### config.mk
export PLATFORM = sky130hd
export DESIGN_NAME = pw_phase_shift_ctrl
export DESIGN_NICKNAME = d
export VERILOG_FILES = /design/src/rtl/pw_phase_shift_ctrl.sv
export SDC_FILE = /design/constraint.sdc
export NUM_CORES = 1
export LEC_CHECK = 0
export CAP_MARGIN = 20
export CORE_MARGIN = 4
export CORE_UTILIZATION = 37
export DETAILED_ROUTE_END_ITERATION = 12
export PLACE_DENSITY_LB_ADDON = 0.25
export SKIP_CTS_REPAIR_TIMING = 1
export SLEW_MARGIN = 10
export SYNTH_ARGS = -nofsm -noshare
export SYNTH_HDL_FRONTEND = slang
export SYNTH_SLANG_ARGS = --single-unit
### constraint.sdc
create_clock -name usb_clk -period 4.2 [get_ports usb_clk]
set_clock_uncertainty 0.2 [all_clocks]
set_input_delay 0.42 -clock usb_clk [delete_from_list [all_inputs] [get_ports usb_clk]]
set_output_delay 0.42 -clock usb_clk [all_outputs]
set_load 0.005 [all_outputs]
### src/rtl/pw_phase_shift_ctrl.sv
// Dynamic phase-shift sequencer for the trigger-clock MMCM: walks the applied
// phase toward a signed target one psen/psdone step at a time.
`timescale 1ns/1ps
module pw_phase_shift_ctrl #(
  parameter int pPHASE_WIDTH = 10,
  parameter int pTIMEOUT     = 64
) (
  input  logic                    usb_clk,
  input  logic                    reset_n,
  input  logic [pPHASE_WIDTH-1:0] I_target,
  input  logic                    I_go,
  input  logic                    I_locked,
  input  logic                    I_psdone,
  output logic                    O_psen,
  output logic                    O_psincdec,
  output logic                    O_busy,
  output logic                    O_done,
  output logic                    O_error,
  output logic [pPHASE_WIDTH-1:0] O_current
);

  localparam int                      CNT_W    = (pTIMEOUT > 2) ? $clog2(pTIMEOUT) : 1;
  localparam logic [CNT_W-1:0]        CNT_LAST = CNT_W'(pTIMEOUT - 1);
  localparam logic [CNT_W-1:0]        CNT_ONE  = CNT_W'(1);
  localparam logic [pPHASE_WIDTH-1:0] PH_ONE   = pPHASE_WIDTH'(1);

  typedef enum logic [1:0] {
    ST_IDLE,
    ST_CMP,
    ST_STEP,
    ST_WAIT
  } state_t;

  state_t                    state_q,    state_d;
  logic [pPHASE_WIDTH-1:0]   target_q,   target_d;
  logic [pPHASE_WIDTH-1:0]   current_q,  current_d;
  logic [CNT_W-1:0]          cnt_q,      cnt_d;
  logic                      psen_q,     psen_d;
  logic                      psincdec_q, psincdec_d;
  logic                      busy_q,     busy_d;
  logic                      done_q,     done_d;
  logic                      error_q,    error_d;

  always_comb begin
    // NOTE: every variable gets a default before the case so no path leaves it
    // unassigned; that is what keeps this block free of inferred latches.
    state_d    = state_q;
    target_d   = target_q;
    current_d  = current_q;
    cnt_d      = cnt_q;
    psincdec_d = psincdec_q;
    busy_d     = busy_q;
    error_d    = error_q;
    psen_d     = 1'b0;
    done_d     = 1'b0;

    case (state_q)
      ST_IDLE: begin
        if (I_go) begin
          if (I_locked) begin
            target_d = I_target;
            error_d  = 1'b0;
            busy_d   = 1'b1;
            state_d  = ST_CMP;
          end else begin
            error_d = 1'b1;
            done_d  = 1'b1;
          end
        end
      end
      ST_CMP: begin
        if (current_q == target_q) begin
          busy_d  = 1'b0;
          done_d  = 1'b1;
          state_d = ST_IDLE;
        end else begin
          psincdec_d = ($signed(target_q) > $signed(current_q));
          psen_d     = 1'b1;
          state_d    = ST_STEP;
        end
      end
      ST_STEP: begin
        cnt_d   = '0;
        state_d = ST_WAIT;
      end
      ST_WAIT: begin
        if (I_psdone) begin
          current_d = psincdec_q ? (current_q + PH_ONE) : (current_q - PH_ONE);
          state_d   = ST_CMP;
        end else if (cnt_q == CNT_LAST) begin
          error_d = 1'b1;
          busy_d  = 1'b0;
          done_d  = 1'b1;
          state_d = ST_IDLE;
        end else begin
          cnt_d = cnt_q + CNT_ONE;
        end
      end
      default: state_d = ST_IDLE;
    endcase

    // A retarget only moves the goal; the step already issued still completes.
    if (state_q != ST_IDLE && I_go) begin
      target_d = I_target;
    end

    // The MMCM resets its phase on relock, so the tracked phase is discarded.
    if (state_q != ST_IDLE && !I_locked) begin
      state_d   = ST_IDLE;
      current_d = '0;
      busy_d    = 1'b0;
      error_d   = 1'b1;
      done_d    = 1'b1;
      psen_d    = 1'b0;
    end
  end

  always_ff @(posedge usb_clk or negedge reset_n) begin
    if (!reset_n) begin
      state_q    <= ST_IDLE;
      target_q   <= '0;
      current_q  <= '0;
      cnt_q      <= '0;
      psen_q     <= 1'b0;
      psincdec_q <= 1'b0;
      busy_q     <= 1'b0;
      done_q     <= 1'b0;
      error_q    <= 1'b0;
    end else begin
      // NOTE: non-blocking assignments so every flop samples pre-edge values.
      state_q    <= state_d;
      target_q   <= target_d;
      current_q  <= current_d;
      cnt_q      <= cnt_d;
      psen_q     <= psen_d;
      psincdec_q <= psincdec_d;
      busy_q     <= busy_d;
      done_q     <= done_d;
      error_q    <= error_d;
    end
  end

  assign O_psen     = psen_q;
  assign O_psincdec = psincdec_q;
  assign O_busy     = busy_q;
  assign O_done     = done_q;
  assign O_error    = error_q;
  assign O_current  = current_q;

endmodule
==> results.tsv, run 1 <==
metric	value	unit
antenna_found_initial	0	
vias	1811	
grt_overflow	0	
first_pass_iters	4	
postSynthAreaPerCell	9.68	µm²
syn_nets	274	
synth_ff_type	dfrtp_1	
synthToLayoutAreaGrowth	18.5	%
worst-path-max-fanout	11	
cts_made_buffers	5	
io_pins	30	
num_antenna_cells	0	
endpoint_kind	register	
clk_pin_slew_worst_paths	70	ps
leakage	1.17	nW
fp-row-count	28	
finalCriticalPeriod	2520	ps
synth_edf_count	0	
slew_viol_final	0	
setup_viol	0	
finalHoldViolations	0	
rsz0062_at_grt	false	
power_density	668	nW/µm²
yosysSeqAreaShare	0.363	
die_y	86.4	µm
grt_max_degree	34	
dieArea	7470	µm²
grt.total_usage	0.143	
io_buffers	29	
syn_area	2270	µm²
maxSlewHeadroom	0.300	
syn_inst	235	
nFillCells	617	
cts_tree	done	
initial_core_util	0.382	
postRouteAntennaNets	0	
drc	0	
drive_gt1_frac	0.0824	
h-tree-depth	2	
critical_path_class	reg -> reg	
async_flop_share	1.00	
core	5960	µm²
synth-seq-cells	33	
setup-tns-final	0	ps
nets	305	
hpwl	3.75	mm
root_buffer	clkbuf_8	
vias_per_cell	5.30	
maxCapViolCount	0	
ir_drop	0.000273	V
routabilityCongestion	0.815	
die_x	86.4	µm
drt_iter0_drc	108	
fin_crit_sh	0.601	
cp.required	4160	ps
critPathArrivalTime	2490	ps
wl_per_cell	14.5	µm
critPathLaunchType	register	
grt_pass1_vias	1809	
placed_area	2610	µm²
cts_max_path_buffers	2	
hp-class	reg -> reg	
final_area	2700	µm²
worst_pin_slew	1050	ps
cts.sinks	33	
max_freq	396	MHz
status	completed	
clock_latency	280	ps
grt_pass1_wl	8.49	mm
routed_wl	4.97	mm
synth.distinct_cells	56	
yosysWarnings	0	
[report_power, final]
part / internal, mW / switching [mW] / total (mW) / leakage [nW]
combinational: 0.483 / 0.542 / 1.02 / 0.700
sequential: 0.434 / 0.109 / 0.543 / 0.422
clock: 0.115 / 0.118 / 0.233 / 0.0450
[kinds of logic after synthesis]
| kind of cell | synth area share |
|---|---|
| simple gates | 0.168 |
| buf+inv | 0.0566 |
| flops | 0.363 |
| fa+ha+maj | 0.135 |
| xor+xnor | 0.0231 |
| mux | 0.0583 |
| compound gates | 0.196 |
[Yosys cell counts, types with 2 or more instances]
master     count  share of area
a2111oi_2      2          0.013
a211oi_1       5          0.017
a21o_1         5          0.017
a21oi_1       16          0.035
a21oi_2        2         0.0077
and2_1         2         0.0055
and2b_1        2         0.0066
and3_1         3         0.0083
buf_2          2         0.0044
buf_6          2         0.0099
dfrtp_1       33           0.36
ha_1          23           0.13
inv_1         18          0.030
mux2_1        10          0.050
mux2i_1        2         0.0088
nand2_1       18          0.030
nand2b_1       3         0.0083
nand3_1        3         0.0066
nand4_1        8          0.022
nor2_1        20          0.033
nor3_1         4         0.0088
nor4_1         2         0.0055
o211ai_1       2         0.0066
o21a_1         2         0.0066
o21ai_0        9          0.020
o21ai_1        2         0.0044
o31a_1         2         0.0077
xor2_1         5          0.019
[registers in the layout, summed over array words and instances (netlist names)]
name and cells:
O_done 1, O_busy 1, O_psincdec 1, target_q 10
O_current 10, O_psen 1, O_error 1, state_q 2
cnt_q 6
[worst paths after layout]
kind                              from      endpoint  slack (ps)  cells past startpoint
min                        target_q[0]   target_q[0]         300                      1
max in group asynchronous      reset_n  O_current[8]        3120                      2
max                         O_psincdec  O_current[8]        1680                      7
min in group asynchronous      reset_n  O_current[3]         350                      2
max reg2reg                 O_psincdec  O_current[8]        1680                      7
min reg2reg                target_q[0]   target_q[0]         300                      1
[metal layers]
metal / vias up / track usage / share of wire
met1: 849 / 0.194 / 0.48
met4: 0 / 0.0354 / 0.0052
met5: - / 0 / 0
li1: 915 / - / -
met2: 43 / 0.233 / 0.46
met3: 4 / 0.0304 / 0.051
[layout make-up]
type | instances | area, µm² | area share
flip-flops and latches | 33 | 826 | 0.306
clock inverters | 2 | 10.0 | 0.00371
well taps | 75 | 93.8 | 0.0348
multi-input cells | 176 | 1320 | 0.490
repair buffers | 30 | 298 | 0.110
inverters | 20 | 75.1 | 0.0279
clock buffers | 6 | 72.6 | 0.0269
[cells in the final DEF, fill, tap and decap left out, drive strengths merged, types with 3 or more instances in the layout]
cell type / n
dfrtp: 33
clkdlybuf4s50: 29
ha: 23
nor2: 20
inv: 19
nand2: 18
a21oi: 18
o21ai: 12
mux2: 10
nand4: 8
a211oi: 6
clkbuf: 6
xor2: 5
a21o: 5
nor3: 4
nand2b: 3
and3: 3
nand3: 3
clkinv: 3
[critical path, cell delays in order (launching register included)]
cell       delay, ps
dfrtp_1          440
inv_1            330
ha_1             340
nor2b_4          150
o31a_1           300
o2111ai_2        220
a21oi_2           80
a2111oi_2        340
[per-stage QoR]
stage	instances	utilization	hold WS (ps)	power [mW]	setup slack, ps
finish	342	0.453	299	1.80	1680
global route	342	0.453	330	1.99	1440
CTS	342	0.453	307	1.82	1620
detailed placement	334	0.439	290	1.58	1430
global placement	334	0.439	277	1.56	1520
floorplan	235	-	-75.6	1.26	1960
Note: power is estimated with default switching activity, not from simulation.
==> run 2: changes to the inputs <==
==> constraint.sdc (replaced) <==
create_clock -name usb_clk -period 2.5 [get_ports usb_clk]
set_clock_uncertainty 0.2 [all_clocks]
set_input_delay 0.25 -clock usb_clk [delete_from_list [all_inputs] [get_ports usb_clk]]
set_output_delay 0.25 -clock usb_clk [all_outputs]
set_load 0.005 [all_outputs]
==> results.tsv, run 2 (synthesized netlist as in run 1, its figures left out) <==
metric	value	unit	change
grt_max_degree	34		unchanged
net-switching-power	1.34	mW	+74%
cp.required	2520	ps	-1640 ps
max_stage_delay	400	ps	-40 ps
postRouteAntennaNets	0		unchanged
worst_pin_slew	449	ps	-597 ps
antenna_found_initial	0		unchanged
die_x	86.4	µm	unchanged
critical_path_class	reg -> reg		
reg2reg_to	O_current[9]		
setup_viol	0		unchanged
drive_gt1_frac	0.140		+0.0574
grt_pass1_vias	1872		+3.5%
cts_made_buffers	5		unchanged
ff2ff_path_depth	8		+1
routed_wl	5.13	mm	+3.3%
ir_drop	0.000571	V	+110%
clk_pin_slew_worst_paths	70	ps	about the same
startpoint	O_psincdec		
drc	0		unchanged
maxCapViolCount	0		unchanged
critPathArrivalTime	2410	ps	-80 ps
status	completed		
hp-class	in -> async		
fin_crit_sh	0.955		+0.354
power_density	1150	nW/µm²	+72%
cp_cell_sequence	clkinvlp_4, clkbuf_2, ha_1, a211oi_2, nor4b_2, a211o_1, o31a_1, nand4_1		
final_area	2820	µm²	+4.5%
setup-tns-final	0	ps	unchanged
endpoint_kind	register		
drt_iter0_drc	77		-29%
cts_max_path_buffers	2		unchanged
maxSlewHeadroom	0.701		+0.401
vias_per_cell	5.24		-1.0%
crit_path_end	O_current[9]		
p_int	1.90	mW	+84%
hpwl	3.87	mm	+3.0%
dieArea	7470	µm²	unchanged
io_buffers	29		unchanged
cts_tree	done		
wl_per_cell	14.5	µm	-0.24%
h-tree-depth	2		unchanged
share_comb_of_total_power	0.584		+0.015
grt_pass1_wl	8.96	mm	+5.5%
r2r_slack	110	ps	-1560 ps
io_pins	30		unchanged
slew_viol_final	0		unchanged
initial_core_util	0.382		unchanged
cpMaxStageDelayCell	dfrtp_1		
p_total	3.24	mW	+80%
finalCriticalPeriod	2390	ps	-136 ps
mostFrequentLayoutCells	33 x dfrtp_1, 29 x clkdlybuf4s50_1, 21 x ha_1		
grt.total_usage	0.149		+0.00583
vias	1855		+2.4%
clockPowerShare	0.139		+0.010
worst-path-max-fanout	7		-4
clock_latency	280	ps	about the same
cts.sinks	33		unchanged
fp-row-count	28		unchanged
synthToLayoutAreaGrowth	23.8	%	
r2r-start	O_psincdec		
placed_area	2660	µm²	+1.7%
max_freq	419	MHz	+5.7%
critPathLaunchType	register		
pwr-share-seq	0.277		-0.025
core	5960	µm²	unchanged
grt_overflow	0		unchanged
finalHoldViolations	0		unchanged
num_antenna_cells	0		unchanged
root_buffer	clkbuf_8		
routabilityCongestion	0.829		+1.6%
die_y	86.4	µm	unchanged
leakage	1.22	nW	+5.0%
first_pass_iters	4		unchanged
p_sw_frac	0.413		-0.0140
nets	317		+3.9%
final_common_cell	dfrtp_1		
-- run 2: cell types whose count changed in the layout (fill, tap and decap cells not counted), sizes merged --
cell / before / now
clkinv: 3 / 2
clkinvlp: 0 / 1
clkbuf: 6 / 8
inv: 19 / 18
buf: 1 / 12
-- run 2: power by group through the flow --
stage                     Clock, mW  Combinational (mW)  Sequential (mW)
after floorplan                   0                1.24            0.884
after global placement            0                1.78            0.898
after detailed placement          0                1.81            0.902
after CTS                     0.469                1.81            0.894
after global routing          0.500                2.16            0.928
final                         0.451                1.89            0.895
-- run 2: worst min path at each step --
stage                 from            to  slack, ps  cells past startpoint
2_1_floorplan      reset_n        O_busy       -250                      0
3_3_place_gp   target_q[0]   target_q[0]        280                      1
3_5_place_dp   target_q[0]   target_q[0]        280                      1
4_1_cts            reset_n  O_current[4]        200                      2
5_1_grt            reset_n  O_current[4]        230                      2
6_report           reset_n  O_current[4]        170                      2
-- run 2: critical path, delay by kind of cell, from the launching register on --
kind / cells / cell delay [ps]
AOI/OAI and AO/OA: 3 / 870
DFF: 1 / 400
buffers and inverters: 2 / 370
adders and majority gates: 1 / 330
and+or+nand+nor: 2 / 150
-- run 2: cell type report --
type                       instances  area (µm²)
fill                             600        3140
multi-input combinational        176        1330
sequential                        33         826
timing repair buffer              42         385
clock buffer                       7        96.3
tap                               75        93.8
inverter                          20        78.8
clock inverter                     1        5.00
-- run 2: through the flow --
stage	utilization	instances	hold WS (ps)	setup slack, ps
after floorplan	-	235	-246	259
after detailed placement	0.446	340	285	154
after global placement	0.446	340	278	210
after global routing	0.473	354	229	-26.9
final	0.473	354	169	112
after CTS	0.463	348	197	140
-- run 2: metal layers --
layer | up-vias | routed length [µm] | track usage
li1 | 940 | - | -
met1 | 873 | 2350 | 0.199
met2 | 36 | 2450 | 0.237
met3 | 6 | 245 | 0.0342
met4 | 0 | 83 | 0.0524
met5 | - | 0 | 0
